`config.mk`:
```
export PLATFORM = sky130hd
export DESIGN_NAME = sqdiff_sched_flat
export DESIGN_NICKNAME = d
export VERILOG_FILES = /design/src/rtl/sqdiff_pkg.sv /design/src/rtl/sqdiff_sched_if.sv /design/src/rtl/sqdiff_pipe.sv /design/src/rtl/sqdiff_sched.sv /design/src/flat_wrapper.sv
export SDC_FILE = /design/constraint.sdc
export NUM_CORES = 1
export LEC_CHECK = 0
export ABC_AREA = 1
export BUFFER_PORTS_ARGS = -buffer_cell sky130_fd_sc_hd__buf_2
export CORE_MARGIN = 4
export CORE_UTILIZATION = 45
export CTS_BUF_LIST = sky130_fd_sc_hd__clkbuf_4
export DETAILED_ROUTE_END_ITERATION = 10
export HOLD_SLACK_MARGIN = 0.1
export SLEW_MARGIN = 20
export SYNTH_ARGS = -nofsm -noshare
export SYNTH_HDL_FRONTEND = slang
export SYNTH_SLANG_ARGS = --single-unit
```
`constraint.sdc`:
```
create_clock -name clk -period 4.62 [get_ports clk]
set_input_delay 0.462 -clock clk [delete_from_list [all_inputs] [get_ports clk]]
set_output_delay 0.462 -clock clk [all_outputs]
set_load 0.005 [all_outputs]
```
`src/rtl/sqdiff_pkg.sv`:
```
// Shared widths and types for the square-difference scheduler.
//   OP_W    : operand width
//   T_W     : width of the sum/difference terms T1 and T2
//   RES_W   : result width (C = T1*T2 mod 1024)
//   LATENCY : cycles from the accept edge to the FIFO write edge
package sqdiff_pkg;

  localparam int unsigned OP_W    = 4;
  localparam int unsigned T_W     = 5;
  localparam int unsigned RES_W   = 10;
  localparam int unsigned LATENCY = 3;

  // Operand pair carried from the arbiter into the datapath
  typedef struct packed {
    logic [OP_W-1:0] a;
    logic [OP_W-1:0] b;
  } operand_t;

endpackage

```
`src/rtl/sqdiff_sched_if.sv`:
```
// Request/response bundle of the scheduler.
//   req_valid/req_ready : per-requester handshake, one-hot grant
//   req_a/req_b         : packed operands, requester i at [4i+3:4i]
//   rsp_valid/rsp_ready : result FIFO head handshake
//   rsp_id/rsp_c        : requester index and result of the head entry
// master = requesters + consumer side, slave = scheduler side.
interface sqdiff_sched_if #(
  parameter int unsigned N_REQ = 4
);
  localparam int unsigned ID_W = $clog2(N_REQ);

  logic [N_REQ-1:0]                   req_valid;
  logic [sqdiff_pkg::OP_W*N_REQ-1:0]  req_a;
  logic [sqdiff_pkg::OP_W*N_REQ-1:0]  req_b;
  logic [N_REQ-1:0]                   req_ready;
  logic                               rsp_valid;
  logic                               rsp_ready;
  logic [ID_W-1:0]                    rsp_id;
  logic [sqdiff_pkg::RES_W-1:0]       rsp_c;

  modport master (
    output req_valid, req_a, req_b, rsp_ready,
    input  req_ready, rsp_valid, rsp_id, rsp_c
  );

  modport slave (
    input  req_valid, req_a, req_b, rsp_ready,
    output req_ready, rsp_valid, rsp_id, rsp_c
  );
endinterface

```
`src/rtl/sqdiff_pipe.sv`:
```
// Three-stage datapath: stage1 T1=(A+B) mod 32 and T2=(A-B) mod 32,
// stage2 product T1*T2 mod 1024, stage3 output register feeding the FIFO.
// Ports: clk, rst_n (sync, active-low), in_valid/in_id/in_op in,
// out_valid/out_id/out_c out. No stall input; the caller guarantees room.
module sqdiff_pipe
  import sqdiff_pkg::*;
#(
  parameter int unsigned ID_W = 2
) (
  input  logic             clk,
  input  logic             rst_n,
  input  logic             in_valid,
  input  logic [ID_W-1:0]  in_id,
  input  operand_t         in_op,
  output logic             out_valid,
  output logic [ID_W-1:0]  out_id,
  output logic [RES_W-1:0] out_c
);

  logic             s1_valid;
  logic             s2_valid;
  logic [ID_W-1:0]  s1_id;
  logic [ID_W-1:0]  s2_id;
  logic [T_W-1:0]   s1_t1;
  logic [T_W-1:0]   s1_t2;
  logic [RES_W-1:0] s2_p;

  // Valid chain; reset drops everything in flight
  always_ff @(posedge clk) begin
    if (!rst_n) begin
      s1_valid  <= 1'b0;
      s2_valid  <= 1'b0;
      out_valid <= 1'b0;
    end else begin
      s1_valid  <= in_valid;
      s2_valid  <= s1_valid;
      out_valid <= s2_valid;
    end
  end

  // Data and id travel with the valids; 5-bit arithmetic wraps mod 32
  always_ff @(posedge clk) begin
    s1_id  <= in_id;
    s1_t1  <= T_W'(in_op.a) + T_W'(in_op.b);
    s1_t2  <= T_W'(in_op.a) - T_W'(in_op.b);
    s2_id  <= s1_id;
    s2_p   <= RES_W'(s1_t1) * RES_W'(s1_t2);
    out_id <= s2_id;
    out_c  <= s2_p;
  end

endmodule

```
`src/rtl/sqdiff_sched.sv`:
```
// Round-robin scheduler in front of the square-difference pipeline with a
// credit-protected result FIFO.
// Ports: clk, rst_n (sync, active-low), bus (sqdiff_sched_if.slave).
// Optional: SQDIFF_SCHED_STATS_EN adds output stall_cnt[15:0], the count of
// cycles with any request valid but no transfer (saturating).
module sqdiff_sched
  import sqdiff_pkg::*;
#(
  parameter int unsigned N_REQ      = 4,
  parameter int unsigned FIFO_DEPTH = 4
) (
  input  logic            clk,
  input  logic            rst_n,
  sqdiff_sched_if.slave   bus
`ifdef SQDIFF_SCHED_STATS_EN
  ,
  output logic [15:0]     stall_cnt
`endif
);

  localparam int unsigned ID_W  = $clog2(N_REQ);
  localparam int unsigned PTR_W = $clog2(FIFO_DEPTH);
  localparam int unsigned CNT_W = PTR_W + 1;

  logic [ID_W-1:0]  last_grant;
  logic [ID_W-1:0]  grant_id;
  logic [ID_W-1:0]  cand;
  logic [N_REQ-1:0] grant;
  logic             found;
  logic [CNT_W-1:0] used;       // entries in flight plus entries queued
  logic             has_credit;
  logic             xfer;
  logic             pop;
  operand_t         op_sel;

  logic             p_valid;
  logic [ID_W-1:0]  p_id;
  logic [RES_W-1:0] p_c;

  logic [ID_W-1:0]  mem_id [FIFO_DEPTH];
  logic [RES_W-1:0] mem_c  [FIFO_DEPTH];
  logic [PTR_W-1:0] wr_ptr;
  logic [PTR_W-1:0] rd_ptr;
  logic [CNT_W-1:0] count;

  assign has_credit = (used < CNT_W'(FIFO_DEPTH));

  // Round-robin search starting just after the last granted requester
  always_comb begin
    grant    = '0;
    grant_id = '0;
    cand     = '0;
    found    = 1'b0;
    for (int unsigned k = 1; k <= N_REQ; k++) begin
      cand = ID_W'((32'(last_grant) + k) % N_REQ);
      if (!found && bus.req_valid[cand]) begin
        found       = 1'b1;
        grant_id    = cand;
        grant[cand] = 1'b1;
      end
    end
  end

  // Grant is suppressed under reset and when no credit is left
  assign bus.req_ready = (rst_n && has_credit) ? grant : '0;
  assign xfer          = |bus.req_ready;

  // Operand mux for the granted requester
  always_comb begin
    op_sel = '0;
    for (int unsigned i = 0; i < N_REQ; i++) begin
      if (grant_id == ID_W'(i)) begin
        op_sel.a = bus.req_a[i*OP_W +: OP_W];
        op_sel.b = bus.req_b[i*OP_W +: OP_W];
      end
    end
  end

  sqdiff_pipe #(.ID_W(ID_W)) u_pipe (
    .clk       (clk),
    .rst_n     (rst_n),
    .in_valid  (xfer),
    .in_id     (grant_id),
    .in_op     (op_sel),
    .out_valid (p_valid),
    .out_id    (p_id),
    .out_c     (p_c)
  );

  assign bus.rsp_valid = (count != '0);
  assign pop           = bus.rsp_valid && bus.rsp_ready;
  // Head is masked to zero when empty so idle/reset outputs read as 0
  assign bus.rsp_id    = bus.rsp_valid ? mem_id[rd_ptr] : '0;
  assign bus.rsp_c     = bus.rsp_valid ? mem_c[rd_ptr]  : '0;

  // Arbiter pointer, credit and FIFO bookkeeping
  always_ff @(posedge clk) begin
    if (!rst_n) begin
      last_grant <= ID_W'(N_REQ - 1);
      used       <= '0;
      wr_ptr     <= '0;
      rd_ptr     <= '0;
      count      <= '0;
    end else begin
      if (xfer) last_grant <= grant_id;
      if (p_valid) wr_ptr <= wr_ptr + PTR_W'(1);
      if (pop) rd_ptr <= rd_ptr + PTR_W'(1);
      used  <= used + CNT_W'(xfer) - CNT_W'(pop);
      count <= count + CNT_W'(p_valid) - CNT_W'(pop);
    end
  end

  // FIFO storage; credit guarantees the written slot is free
  always_ff @(posedge clk) begin
    if (rst_n && p_valid) begin
      mem_id[wr_ptr] <= p_id;
      mem_c[wr_ptr]  <= p_c;
    end
  end

`ifdef SQDIFF_SCHED_STATS_EN
  // Stall counter, saturating
  always_ff @(posedge clk) begin
    if (!rst_n) begin
      stall_cnt <= '0;
    end else if ((|bus.req_valid) && !xfer && (stall_cnt != 16'hFFFF)) begin
      stall_cnt <= stall_cnt + 16'd1;
    end
  end
`endif

endmodule

```
`src/flat_wrapper.sv`:
```
// flat-port wrapper written by rule: the top's interface ports become plain ports
module sqdiff_sched_flat import sqdiff_pkg::*;
#(
  parameter int unsigned N_REQ      = 4,
  parameter int unsigned FIFO_DEPTH = 4
)
  (clk, rst_n, bus_req_valid, bus_req_a, bus_req_b, bus_rsp_ready, bus_req_ready, bus_rsp_valid, bus_rsp_id, bus_rsp_c);
  sqdiff_sched_if #(.N_REQ(N_REQ)) bus_i ();
  input  logic clk;
  input  logic rst_n;
  input wire logic [$bits(bus_i.req_valid)-1:0] bus_req_valid;
  input wire logic [$bits(bus_i.req_a)-1:0] bus_req_a;
  input wire logic [$bits(bus_i.req_b)-1:0] bus_req_b;
  input wire logic [$bits(bus_i.rsp_ready)-1:0] bus_rsp_ready;
  output wire logic [$bits(bus_i.req_ready)-1:0] bus_req_ready;
  output wire logic [$bits(bus_i.rsp_valid)-1:0] bus_rsp_valid;
  output wire logic [$bits(bus_i.rsp_id)-1:0] bus_rsp_id;
  output wire logic [$bits(bus_i.rsp_c)-1:0] bus_rsp_c;
  assign bus_i.req_valid = bus_req_valid;
  assign bus_i.req_a = bus_req_a;
  assign bus_i.req_b = bus_req_b;
  assign bus_i.rsp_ready = bus_rsp_ready;
  assign bus_req_ready = bus_i.req_ready;
  assign bus_rsp_valid = bus_i.rsp_valid;
  assign bus_rsp_id = bus_i.rsp_id;
  assign bus_rsp_c = bus_i.rsp_c;
  sqdiff_sched #(.N_REQ(N_REQ), .FIFO_DEPTH(FIFO_DEPTH)) u_core (.clk(clk), .rst_n(rst_n), .bus(bus_i));
endmodule
```
## After elaboration in Yosys (flattened, before gate mapping)

Memories as Yosys holds them, arrays and structs flattened. A register that Yosys moved wholly into a read port is not among the register bits.
Cells that the tools add are included.
W data, S select, Z words.

- $lt $le $gt $ge: 9
- Bitwise logic cells: 3
- Eq/ne operators: 3
- Reductions and logical operators: 16
- Add/sub/neg operators: 12
- $mul: 1
- Multiplexer cells: 40

Operator list:

| operator | count |
|---|---|
| $mux W8 | 4 |
| $mux W4 | 5 |
| $mux W2 | 9 |
| $mux W1 | 13 |
| $lt A2 B3 Y1 const B | 4 |
| $or A4 B4 Y4 | 3 |
| $logic_and A1 B1 Y1 | 10 |
| $mul A5 B5 Y10 | 1 |
| $mux W10 | 1 |
| $add A2 B1 Y2 const B | 4 |
| $bmux W1 S2 | 4 |
| $demux W1 S2 | 4 |
| $ge A2 B1 Y1 const B | 4 |
| $add A3 B1 Y3 | 2 |
| $sub A3 B1 Y3 | 2 |
| $add A4 B4 Y5 | 1 |
| $sub A4 B4 Y5 | 1 |
| $add A2 B2 Y2 const B | 2 |
| $eq A2 B2 Y1 const B | 2 |
| $reduce_or A4 Y1 | 1 |
| $logic_not A1 Y1 | 3 |
| $lt A3 B3 Y1 const B | 1 |
| $reduce_bool A3 Y1 | 1 |
| $eq A2 B1 Y1 const B | 1 |
| $logic_not A2 Y1 | 1 |

- Memory bits (writable): 48
- Bits in registers: 51
- Memories kept: 2
- Word-level logic and storage cells: 101
- Output and inout port bits: 17

Memory list:

| name | depth | width | read ports | clocked after Yosys merged registers in | wr ports | RTL line | RTL |
|---|---|---|---|---|---|---|---|
| u_core.mem_c | 4 | 10 | 1 | 1 | 1 | sqdiff_sched.sv:41 | `logic [RES_W-1:0] mem_c [FIFO_DEPTH];` |
| u_core.mem_id | 4 | 2 | 1 | 1 | 1 | sqdiff_sched.sv:40 | `logic [ID_W-1:0] mem_id [FIFO_DEPTH];` |

## Depth between registers and ports, before layout

Gate-level depths: netlist of the first run.

- Depth after elaboration: 19
- Depth in mapped cells: 22
- Depth with buffers taken out: 21

## By module

From an unflattened synthesis of the first run, not the netlist that was laid out.

- Cell total of the unflattened synthesis: 580
- Area total of the unflattened synthesis: 5236.3 sq um

Modules (own cells, without submodules):

| module | times used | area each (sq um) | cells an instance |
|---|---|---|---|
| sqdiff_sched | 1 | 3334.4 | 366 |
| sqdiff_pipe | 1 | 1901.8 | 214 |

## Worst setup path after synthesis of the first run

No wires, ideal clock.

- Kind: reg2reg
- Start point: register u_core.u_pipe.s1_t2[0]
- End point: register u_core.u_pipe.s2_p[9]
- Setup time: 118 ps
- Clock period less this slack: 3396 ps
- Arrival: 3277 ps
- Setup slack: 1224 ps
- Data required time: 4502 ps
- Cell stages (with the launch flop): 15
- Cell sequence: dfxtp_1 clkbuf_1 nand2_1 fa_1 fa_1 fa_1 inv_1 ha_1 a21oi_1 nand2_1 a21oi_1 o21bai_1 a21oi_1 o21bai_1 xnor2_1

- Longest elaborated chain between the ends: 1

Ends and longest elaborated chain:

| what | RTL line | RTL |
|---|---|---|
| from (decl) | sqdiff_pipe.sv:25 | `logic [T_W-1:0] s1_t2;` |
| from (signal assigned) | sqdiff_pipe.sv:45 | `s1_t2 <= T_W'(in_op.a) - T_W'(in_op.b);` |
| $mul A5 B5 Y10 | sqdiff_pipe.sv:47 | `s2_p <= RES_W'(s1_t1) * RES_W'(s1_t2);` |
| to (signal assigned) | sqdiff_pipe.sv:47 |  |
| to (decl) | sqdiff_pipe.sv:26 | `logic [RES_W-1:0] s2_p;` |

No other way between the ends.
A chain may end at the register's enable or synchronous reset.

## Worst setup path in the final report of the first run

- Start point: register u_core.last_grant[0]
- End point: register u_core.u_pipe.s1_t2[3]

- Longest elaborated chain between the ends: 19
- Elaborated cells on any way between the ends: 34
- Classes of those cells: add/sub: 5; eq/ne: 3; mux: 19; reduce/logical: 7

Ends and longest elaborated chain:

| what | RTL line | RTL |
|---|---|---|
| from (decl) | sqdiff_sched.sv:25 | `logic [ID_W-1:0] last_grant;` |
| from (signal assigned) | sqdiff_sched.sv:99 | `last_grant <= ID_W'(N_REQ - 1);` |
| from (signal assigned) | sqdiff_sched.sv:105 | `if (xfer) last_grant <= grant_id;` |
| $add A2 B1 Y2 | sqdiff_sched.sv:55 | `cand = ID_W'((32'(last_grant) + k) % N_REQ);` |
| $bmux W1 S2 | sqdiff_sched.sv:56 | `if (!found && bus.req_valid[cand]) begin` |
| $mux W1 (implied by the code) | sqdiff_sched.sv:56 |  |
| $mux W1 | sqdiff_sched.sv:56 |  |
| $logic_not A1 Y1 | sqdiff_sched.sv:56 |  |
| $logic_and A1 B1 Y1 | sqdiff_sched.sv:56 |  |
| $mux W1 | sqdiff_sched.sv:56 |  |
| $logic_not A1 Y1 | sqdiff_sched.sv:56 |  |
| [... 2 more ...] | n/a |  |
| $logic_not A1 Y1 | sqdiff_sched.sv:56 |  |
| $logic_and A1 B1 Y1 | sqdiff_sched.sv:56 |  |
| $mux W2 (*) | sqdiff_sched.sv:56 |  |
| via u_core.grant_id[0] | sqdiff_sched.sv:26 | `logic [ID_W-1:0] grant_id;` |
| $logic_not A2 Y1 | sqdiff_sched.sv:72 | `if (grant_id == ID_W'(i)) begin` |
| $mux W8 (3 in a row) | sqdiff_sched.sv:72 |  |
| $mux W8 (*) | sqdiff_sched.sv:72 |  |
| $sub A4 B4 Y5 (*) | sqdiff_pipe.sv:45 |  |

The timed path passes the listed nets; every way through them passes the cells marked *. The select of a mux whose other input is x is not followed.

==> flow_summary.html, run 1 <==
<table>
<tr><th>Metric</th><th>Value</th></tr>
<tr><th colspan="2">Critical path</th></tr>
<tr><td>Kind of critical path</td><td>register to register</td></tr>
<tr><td>R2R Path Start</td><td>u_core.last_grant[0]$_SDFFE_PN1N_</td></tr>
<tr><td>Data arrival time at the worst-slack endpoint</td><td>4.15 ns</td></tr>
<tr><td>Cells along the critical path</td><td>inv_8 -&gt; ha_1 -&gt; inv_1 -&gt; nand2_4 -&gt; nand2_4 -&gt; clkinv_2 -&gt; nand2_1 -&gt; o21ai_2 -&gt; inv_1 -&gt; nor2_2 -&gt; nand2_1 -&gt; nand3_1 -&gt; nand2_2 -&gt; inv_2 -&gt; ha_1 -&gt; nor2_1 -&gt; nor2_1 -&gt; o21ai_0 -&gt; xor2_1</td></tr>
<tr><td>Required time of the worst setup path</td><td>5.01 ns</td></tr>
<tr><td>Setup crit end kind</td><td>register</td></tr>
<tr><td>Critical Path Max Stage Delay</td><td>0.71 ns</td></tr>
<tr><td>Element type at the critical path start</td><td>register</td></tr>
<tr><td>R2R setup slack</td><td>0.86 ns</td></tr>
<tr><td>CP top delay family</td><td>simple AND/OR/NAND/NOR gates</td></tr>
<tr><td>Path depth of the worst reg2reg path</td><td>19</td></tr>
<tr><td>Number of buffers and inverters on the critical path</td><td>5</td></tr>
<tr><td>Top fanout value on the critical path</td><td>13</td></tr>
<tr><td>Highest-delay cell along the critical path</td><td>sky130_fd_sc_hd__dfxtp_1</td></tr>
<tr><td>Terminus of the critical flop-to-flop path</td><td>u_core.u_pipe.s1_t2[3]$_DFF_P_</td></tr>
<tr><th colspan="2">Floorplanning</th></tr>
<tr><td>Top-level I/O count</td><td>56</td></tr>
<tr><td>Die W</td><td>115.6 um</td></tr>
<tr><td>Die Footprint</td><td>13,370 sq um</td></tr>
<tr><td>Height of the die</td><td>115.6 um</td></tr>
<tr><td>Core area</td><td>11,370 sq um</td></tr>
<tr><td>Number of cell rows</td><td>39</td></tr>
<tr><td>Starting Density</td><td>45.83%</td></tr>
<tr><th colspan="2">Logic synthesis</th></tr>
<tr><td>Syn nets</td><td>656</td></tr>
<tr><td>Synth warnings</td><td>0</td></tr>
<tr><td>Flip-flop cell with the highest count after synthesis</td><td>sky130_fd_sc_hd__dfxtp_1</td></tr>
<tr><td>Top cell type's share of synthesized area</td><td>27.66%</td></tr>
<tr><td>Syn Area/Cell</td><td>9.273 sq um</td></tr>
<tr><td>Sequential cell area fraction in the yosys report</td><td>47.64%</td></tr>
<tr><td>Total standard cell area after synthesis</td><td>5211 sq um</td></tr>
<tr><td>Cells after synthesis</td><td>562</td></tr>
<tr><td>Share of flip-flops with an asynchronous set or reset</td><td>0%</td></tr>
<tr><td>Commonest cells in the synthesized netlist</td><td>sky130_fd_sc_hd__nand2_1, sky130_fd_sc_hd__inv_1, sky130_fd_sc_hd__nor2_1, sky130_fd_sc_hd__dfxtp_1, sky130_fd_sc_hd__edfxtp_1</td></tr>
<tr><td>Dominant cell type by area after synthesis</td><td>sky130_fd_sc_hd__edfxtp_1</td></tr>
<tr><td>Post-synthesis sequential element count</td><td>100</td></tr>
<tr><td>Main area contributors after synthesis</td><td>sky130_fd_sc_hd__edfxtp_1, sky130_fd_sc_hd__dfxtp_1, sky130_fd_sc_hd__ha_1, sky130_fd_sc_hd__nand2_1, sky130_fd_sc_hd__inv_1</td></tr>
<tr><td>Most common cell in the synthesized netlist</td><td>sky130_fd_sc_hd__nand2_1</td></tr>
<tr><td>Number of synthesized flops with an enable pin</td><td>48</td></tr>
<tr><td>Post-synthesis cell type count</td><td>36</td></tr>
<tr><th colspan="2">Clocking</th></tr>
<tr><td>PostCTS Resize Cnt</td><td>0</td></tr>
<tr><td>Maximum clock path buffer count</td><td>2</td></tr>
<tr><td>Latest clock arrival within the worst-skew pair</td><td>0.45 ns</td></tr>
<tr><td>Clock-pin slew on the worst setup and hold paths</td><td>0.15 ns</td></tr>
<tr><td>CTS tree</td><td>built</td></tr>
<tr><td>Number of buffers added by the clock tree synthesis step</td><td>9</td></tr>
<tr><td>H-tree lvl count</td><td>3</td></tr>
<tr><td>CTS sink cnt</td><td>100</td></tr>
<tr><td>Post-CTS setup buffer count</td><td>0</td></tr>
<tr><td>Hold bufs inserted after CTS</td><td>0</td></tr>
<tr><td>Root buffer selected by CTS</td><td>sky130_fd_sc_hd__clkbuf_4</td></tr>
<tr><th colspan="2">STA</th></tr>
<tr><td>Maximum operating frequency</td><td>0.2661 GHz</td></tr>
<tr><td>Worst relative slew slack</td><td>39.51%</td></tr>
<tr><td>Unrepaired setup endpoints after global routing</td><td>no</td></tr>
<tr><td>Part of the cycle the worst path needs</td><td>81.34%</td></tr>
<tr><td>Final Hold Vio Count</td><td>0</td></tr>
<tr><td>Final setup TNS</td><td>0 ns</td></tr>
<tr><td>Worst-Margin Slew</td><td>0.9061 ns</td></tr>
<tr><td>Final setup viols</td><td>0</td></tr>
<tr><td>Slew Limit Fails</td><td>0</td></tr>
<tr><td>Time the final worst path needs with I/O delays and setup</td><td>3.758 ns</td></tr>
<tr><td>Final Skew</td><td>0.01723 ns</td></tr>
<tr><th colspan="2">Final layout</th></tr>
<tr><td>Area growth from synthesis to final layout</td><td>11.26%</td></tr>
<tr><td>Final #Nets</td><td>713</td></tr>
<tr><td>Filler cells</td><td>1,074</td></tr>
<tr><td>Share of final-layout standard cells stronger than drive strength 1</td><td>17.79%</td></tr>
<tr><td>Area taken by flip-flops and latches</td><td>2482 sq um</td></tr>
<tr><td>Multi-input combinational cell area</td><td>2322 sq um</td></tr>
<tr><th colspan="2">Routing</th></tr>
<tr><td>Vias per cell</td><td>4.733</td></tr>
<tr><td>Antenna-violating nets left</td><td>0</td></tr>
<tr><td>Post-Route WL</td><td>9467 um</td></tr>
<tr><td>Starting DRT DRC Count</td><td>152</td></tr>
<tr><td>Total via count in the routed design</td><td>3,635</td></tr>
<tr><td>Detailed-route DRC error count</td><td>0</td></tr>
<tr><td>Number of iterations in the first detailed-routing pass</td><td>4</td></tr>
<tr><td>Average wire per standard cell</td><td>12.33 um</td></tr>
<tr><th colspan="2">Min path</th></tr>
<tr><td>Hold-critical path endpoint</td><td>u_core.u_pipe.out_c[8]$_DFF_P_</td></tr>
<tr><td>Hold path cells</td><td>0</td></tr>
<tr><td>Path class of the lowest-slack min-delay path</td><td>register to register</td></tr>
<tr><td>Hold path startpoint</td><td>u_core.u_pipe.s2_p[8]$_DFF_P_</td></tr>
<tr><th colspan="2">Placed design</th></tr>
<tr><td>Final estimated routing congestion in global placement</td><td>0.9106</td></tr>
<tr><td>Final HPWL DP</td><td>7013 um</td></tr>
<tr><td>Buffers on Ports</td><td>55</td></tr>
<tr><th colspan="2">Job</th></tr>
<tr><td>Max-capacitance violation count</td><td>0</td></tr>
<tr><th colspan="2">Status</th></tr>
<tr><td>Outcome</td><td>completed</td></tr>
<tr><th colspan="2">Global route</th></tr>
<tr><td>M1 GR Usage</td><td>18.44%</td></tr>
<tr><td>Met2 track demand over resource</td><td>26.08%</td></tr>
<tr><td>Gr ovfl total</td><td>0</td></tr>
<tr><td>Global route hottest layer</td><td>met2</td></tr>
<tr><td>Global-route wire length before repair</td><td>15,950 um</td></tr>
<tr><td>All-layer global routing usage</td><td>15.03%</td></tr>
<tr><td>Vias in the first global route</td><td>3,528</td></tr>
<tr><td>Maximum number of pins on one net before global-route repair</td><td>26</td></tr>
<tr><td>Initial antenna violation count</td><td>0</td></tr>
<tr><td>Met3 track demand over resource</td><td>3.708%</td></tr>
</table>
## cells in the final DEF (no fill, tap or decap), types with 3 or more instances in the layout
cell and count:
sky130_fd_sc_hd__nand2_1 95, sky130_fd_sc_hd__inv_1 77, sky130_fd_sc_hd__nor2_1 61, sky130_fd_sc_hd__buf_2 55
sky130_fd_sc_hd__dfxtp_1 52, sky130_fd_sc_hd__edfxtp_1 48, sky130_fd_sc_hd__ha_1 42, sky130_fd_sc_hd__o21ai_0 36
sky130_fd_sc_hd__a21oi_1 31, sky130_fd_sc_hd__nand3_1 25, sky130_fd_sc_hd__fa_1 13, sky130_fd_sc_hd__clkbuf_4 11
sky130_fd_sc_hd__xor2_1 10, sky130_fd_sc_hd__o21ai_1 9, sky130_fd_sc_hd__inv_2 7, sky130_fd_sc_hd__nand2_2 7
sky130_fd_sc_hd__nand2_4 5, sky130_fd_sc_hd__buf_4 5, sky130_fd_sc_hd__a21boi_0 4, sky130_fd_sc_hd__nor2_4 3
sky130_fd_sc_hd__o21bai_1 3
## cell families after synthesis
| group | share of synthesized area, % |
|---|---|
| buffers and inverters | 7.803 |
| AND/OR/NAND/NOR | 18.54 |
| flip-flops | 47.64 |
| AO/OA/AOI/OAI | 8.932 |
| adder cells (fa/ha/maj) | 15.08 |
| XOR/XNOR | 2.017 |
## registers in the layout, summed over array words and instances (netlist names), 3 cells and up, named ones only
| name | cells |
|---|---|
| u_core.mem_id | 8 |
| u_core.u_pipe.s1_t1 | 4 |
| u_core.mem_c | 40 |
| u_core.u_pipe.out_c | 10 |
| u_core.count | 3 |
| u_core.u_pipe.s1_t2 | 5 |
| u_core.u_pipe.s2_p | 10 |
| u_core.used | 3 |
## worst max-delay path by stage
stage,cells past startpoint,start,endpoint,slack [ns]
floorplan,14,u_core.u_pipe.s1_t2[0]$_DFF_P_,u_core.u_pipe.s2_p[9]$_DFF_P_,1.22
CTS,19,u_core.last_grant[0]$_SDFFE_PN1N_,u_core.u_pipe.s1_t2[3]$_DFF_P_,0.86
global placement,19,u_core.last_grant[0]$_SDFFE_PN1N_,u_core.u_pipe.s1_t2[3]$_DFF_P_,1.06
global route,19,u_core.last_grant[0]$_SDFFE_PN1N_,u_core.u_pipe.s1_t2[3]$_DFF_P_,0.42
finish,19,u_core.last_grant[0]$_SDFFE_PN1N_,u_core.u_pipe.s1_t2[3]$_DFF_P_,0.86
detailed placement,19,u_core.last_grant[0]$_SDFFE_PN1N_,u_core.u_pipe.s1_t2[3]$_DFF_P_,0.88
## final cells by class
cell class,count,share of cell area (%)
sequential,100,42.81
multi-input combinational,362,40.05
inverter,86,5.719
clock inverter,5,1.467
antenna,1,0.04316
clock buffer,11,1.424
timing repair buffer,60,5.395
tap,143,3.086
## metal layers
layer | part of all wire (%) | up-vias | routed length [um]
met1 | 45 | 1631 | 4283
met2 | 49 | 74 | 4625
met3 | 4.4 | 11 | 419
met5 | 0 | - | 0
met4 | 1.5 | 0 | 138
li1 | - | 1919 | -
## per-stage QoR
step | worst slack, ns | cells | hold WS, ns | util (%) | cell area (sq um)
global placement | 1.059 | 751 | 0.3105 | 49.50 | 5628
CTS | 0.8623 | 767 | 0.2981 | 50.97 | 5796
floorplan | 1.224 | 562 | 0.3096 | - | 5211
global route | 0.4200 | 767 | 0.3108 | 50.97 | 5796
finish | 0.8619 | 768 | 0.3248 | 51.00 | 5798
detailed placement | 0.8750 | 751 | 0.3121 | 49.50 | 5628
Power of run 1 is not shown: default switching activity piles up to over one toggle a cycle in this logic, so the estimate is an artifact.
==> inputs of run 2 (changes only) <==
Clock period 4.62 ns to 3.85 ns, I/O delays scaled along.
==> run 2 against run 1 <==
Compared with the run above:
- first-iteration DRC count shrank 11%
- critical endpoint is now u_core.u_pipe.s2_p[9]$_DFF_P_
- clock skew decreased by 0.0012 ns
- cell area fell by 0.37%
- register-to-register slack got worse by 0.48 ns
- critical path depth decreased by 6
- via count grew 0.94%
- worst setup slack lost 0.48 ns
- utilization is 0.19 points lower
- cell count increased by 0.39%
- die area unchanged
==> flow_summary.html, run 2 (synthesis gave the netlist of run 1 again) <==
<table>
<tr><th>Metric</th><th>Value</th></tr>
<tr><th colspan="2">Status</th></tr>
<tr><td>Outcome</td><td>completed</td></tr>
<tr><th colspan="2">Routing</th></tr>
<tr><td>Number of iterations in the first detailed-routing pass</td><td>4</td></tr>
<tr><td>Average wire per standard cell</td><td>11.78 um</td></tr>
<tr><td>Top routing layer in use</td><td>met4</td></tr>
<tr><td>Starting DRT DRC Count</td><td>136</td></tr>
<tr><td>WL met3</td><td>411 um</td></tr>
<tr><td>Total length of routed met2 wires</td><td>4288 um</td></tr>
<tr><td>Detailed-route DRC error count</td><td>0</td></tr>
<tr><td>Vias per cell</td><td>4.759</td></tr>
<tr><td>Wire length on met1</td><td>4101 um</td></tr>
<tr><td>Total via count in the routed design</td><td>3,669</td></tr>
<tr><td>Post-Route WL</td><td>9085 um</td></tr>
<tr><td>Antenna-violating nets left</td><td>0</td></tr>
<tr><th colspan="2">Clocking</th></tr>
<tr><td>CTS tree</td><td>built</td></tr>
<tr><td>Maximum clock path buffer count</td><td>2</td></tr>
<tr><td>H-tree lvl count</td><td>3</td></tr>
<tr><td>CTS sink cnt</td><td>100</td></tr>
<tr><td>Clock-pin slew on the worst setup and hold paths</td><td>0.15 ns</td></tr>
<tr><td>Post-CTS setup buffer count</td><td>0</td></tr>
<tr><td>Root buffer selected by CTS</td><td>sky130_fd_sc_hd__clkbuf_4</td></tr>
<tr><td>Number of buffers added by the clock tree synthesis step</td><td>9</td></tr>
<tr><td>Latest clock arrival within the worst-skew pair</td><td>0.44 ns</td></tr>
<tr><td>PostCTS Resize Cnt</td><td>0</td></tr>
<tr><td>Hold bufs inserted after CTS</td><td>0</td></tr>
<tr><th colspan="2">STA</th></tr>
<tr><td>Final Skew</td><td>0.01604 ns</td></tr>
<tr><td>Part of the cycle the worst path needs</td><td>90.00%</td></tr>
<tr><td>Worst-Margin Slew</td><td>0.6726 ns</td></tr>
<tr><td>Final setup TNS</td><td>0 ns</td></tr>
<tr><td>Unrepaired setup endpoints after global routing</td><td>no</td></tr>
<tr><td>Slew Limit Fails</td><td>0</td></tr>
<tr><td>Final setup viols</td><td>0</td></tr>
<tr><td>Maximum operating frequency</td><td>0.2886 GHz</td></tr>
<tr><td>Final Hold Vio Count</td><td>0</td></tr>
<tr><td>Time the final worst path needs with I/O delays and setup</td><td>3.465 ns</td></tr>
<tr><td>Final worst setup slack</td><td>0.3850 ns</td></tr>
<tr><td>Worst relative slew slack</td><td>55.15%</td></tr>
<tr><th colspan="2">Floorplanning</th></tr>
<tr><td>Top-level I/O count</td><td>56</td></tr>
<tr><td>Die W</td><td>115.6 um</td></tr>
<tr><td>Height of the die</td><td>115.6 um</td></tr>
<tr><td>Die Footprint</td><td>13,370 sq um</td></tr>
<tr><td>Core area</td><td>11,370 sq um</td></tr>
<tr><td>Number of cell rows</td><td>39</td></tr>
<tr><td>Starting Density</td><td>45.83%</td></tr>
<tr><th colspan="2">Critical path</th></tr>
<tr><td>Element type at the critical path start</td><td>register</td></tr>
<tr><td>Kind of critical path</td><td>register to register</td></tr>
<tr><td>Top fanout value on the critical path</td><td>9</td></tr>
<tr><td>Data arrival time at the worst-slack endpoint</td><td>3.85 ns</td></tr>
<tr><td>Required time of the worst setup path</td><td>4.24 ns</td></tr>
<tr><td>Setup crit end kind</td><td>register</td></tr>
<tr><th colspan="2">Final layout</th></tr>
<tr><td>Top library cells by usage in the layout, fill and taps aside</td><td>sky130_fd_sc_hd__nand2_1, sky130_fd_sc_hd__inv_1, sky130_fd_sc_hd__nor2_1</td></tr>
<tr><td>Most common cell after layout, fill and taps aside</td><td>sky130_fd_sc_hd__nand2_1</td></tr>
<tr><td>Largest register FFs</td><td>40</td></tr>
<tr><td>Area growth from synthesis to final layout</td><td>10.85%</td></tr>
<tr><td>Final standard cell count with taps included and fillers excluded</td><td>771</td></tr>
<tr><td>Top Registers</td><td>u_core.mem_c x40, u_core.u_pipe.out_c x10, u_core.u_pipe.s2_p x10</td></tr>
<tr><td>Final #Nets</td><td>716</td></tr>
<tr><td>Largest reg by FF count</td><td>u_core.mem_c</td></tr>
<tr><td>Filler cells</td><td>1,063</td></tr>
<tr><td>Share of final-layout standard cells stronger than drive strength 1</td><td>18.18%</td></tr>
<tr><th colspan="2">Min path</th></tr>
<tr><td>Path class of the lowest-slack min-delay path</td><td>input pin to register</td></tr>
<tr><th colspan="2">Global route</th></tr>
<tr><td>All-layer global routing usage</td><td>14.79%</td></tr>
<tr><td>Initial antenna violation count</td><td>0</td></tr>
<tr><td>Vias in the first global route</td><td>3,616</td></tr>
<tr><td>Global-route wire length before repair</td><td>15,710 um</td></tr>
<tr><td>Maximum number of pins on one net before global-route repair</td><td>26</td></tr>
<tr><td>Gr ovfl total</td><td>0</td></tr>
<tr><th colspan="2">Job</th></tr>
<tr><td>Max-capacitance violation count</td><td>0</td></tr>
<tr><th colspan="2">Placed design</th></tr>
<tr><td>Final estimated routing congestion in global placement</td><td>0.8404</td></tr>
<tr><td>Buffers on Ports</td><td>55</td></tr>
<tr><td>Placement Setup Slack</td><td>0.3727 ns</td></tr>
<tr><td>Final HPWL DP</td><td>6861 um</td></tr>
<tr><td>Total placed cells including tap cells</td><td>754</td></tr>
</table>
==> run 2: cell types whose count changed in the layout (fill, tap and decap cells not counted) <==
cell	before	now
sky130_fd_sc_hd__clkinvlp_4	1	2
sky130_fd_sc_hd__bufinv_16	2	0
sky130_fd_sc_hd__buf_4	5	8
sky130_fd_sc_hd__inv_8	1	2
sky130_fd_sc_hd__clkbuf_4	11	10
sky130_fd_sc_hd__clkinv_2	1	2
==> run 2: worst max-delay path, stage by stage, from the launching register on <==
cell and delay, ns:
sky130_fd_sc_hd__dfxtp_1 0.50, sky130_fd_sc_hd__nand2_1 0.13, sky130_fd_sc_hd__fa_1 0.52, sky130_fd_sc_hd__fa_1 0.52, sky130_fd_sc_hd__fa_1 0.54, sky130_fd_sc_hd__inv_1 0.04
sky130_fd_sc_hd__ha_1 0.34, sky130_fd_sc_hd__nand3_1 0.09, sky130_fd_sc_hd__nand2_1 0.11, sky130_fd_sc_hd__a21oi_1 0.07, sky130_fd_sc_hd__o21bai_1 0.19, sky130_fd_sc_hd__a21oi_1 0.09
sky130_fd_sc_hd__o21bai_1 0.16, sky130_fd_sc_hd__xnor2_1 0.13
==> run 2: per-layer routing <==
layer	global-route usage (%)	vias up
met5	0	-
met4	6.729	0
met3	3.342	29
met2	25.93	79
met1	17.30	1638
li1	-	1923
==> run 2: metrics by stage <==
step	utilization (%)	cell area (sq um)	hold slack [ns]
after floorplan	-	5211	0.3096
after global placement	49.70	5650	0.3095
after global routing	50.79	5774	0.2447
after detailed placement	49.70	5650	0.3121
after CTS	50.79	5774	0.2297
final	50.81	5777	0.2614
==> run 2: final timing paths <==
path,slack [ns],to,depth (start not counted),start
setup / recovery,0.38,u_core.u_pipe.s2_p[9]$_DFF_P_,13,u_core.u_pipe.s1_t2[0]$_DFF_P_
hold / removal,0.26,u_core.last_grant[1]$_SDFFE_PN1N_,2,rst_n
setup reg to reg,0.38,u_core.u_pipe.s2_p[9]$_DFF_P_,13,u_core.u_pipe.s1_t2[0]$_DFF_P_
hold reg to reg,0.34,u_core.u_pipe.out_c[0]$_DFF_P_,0,u_core.u_pipe.s2_p[0]$_DFF_P_
==> run 2: final cells by class <==
cell class                 instances  area [sq um]  area share (%)
inverter                          86         331.6           5.740
clock buffer                      10         75.07           1.300
tap                              143         178.9           3.097
timing repair buffer              63         335.3           5.805
multi-input combinational        362          2322           40.20
clock inverter                     6         48.80          0.8447
sequential                       100          2482           42.97
antenna                            1         2.502         0.04332
Power of run 2 is left out for the same reason.
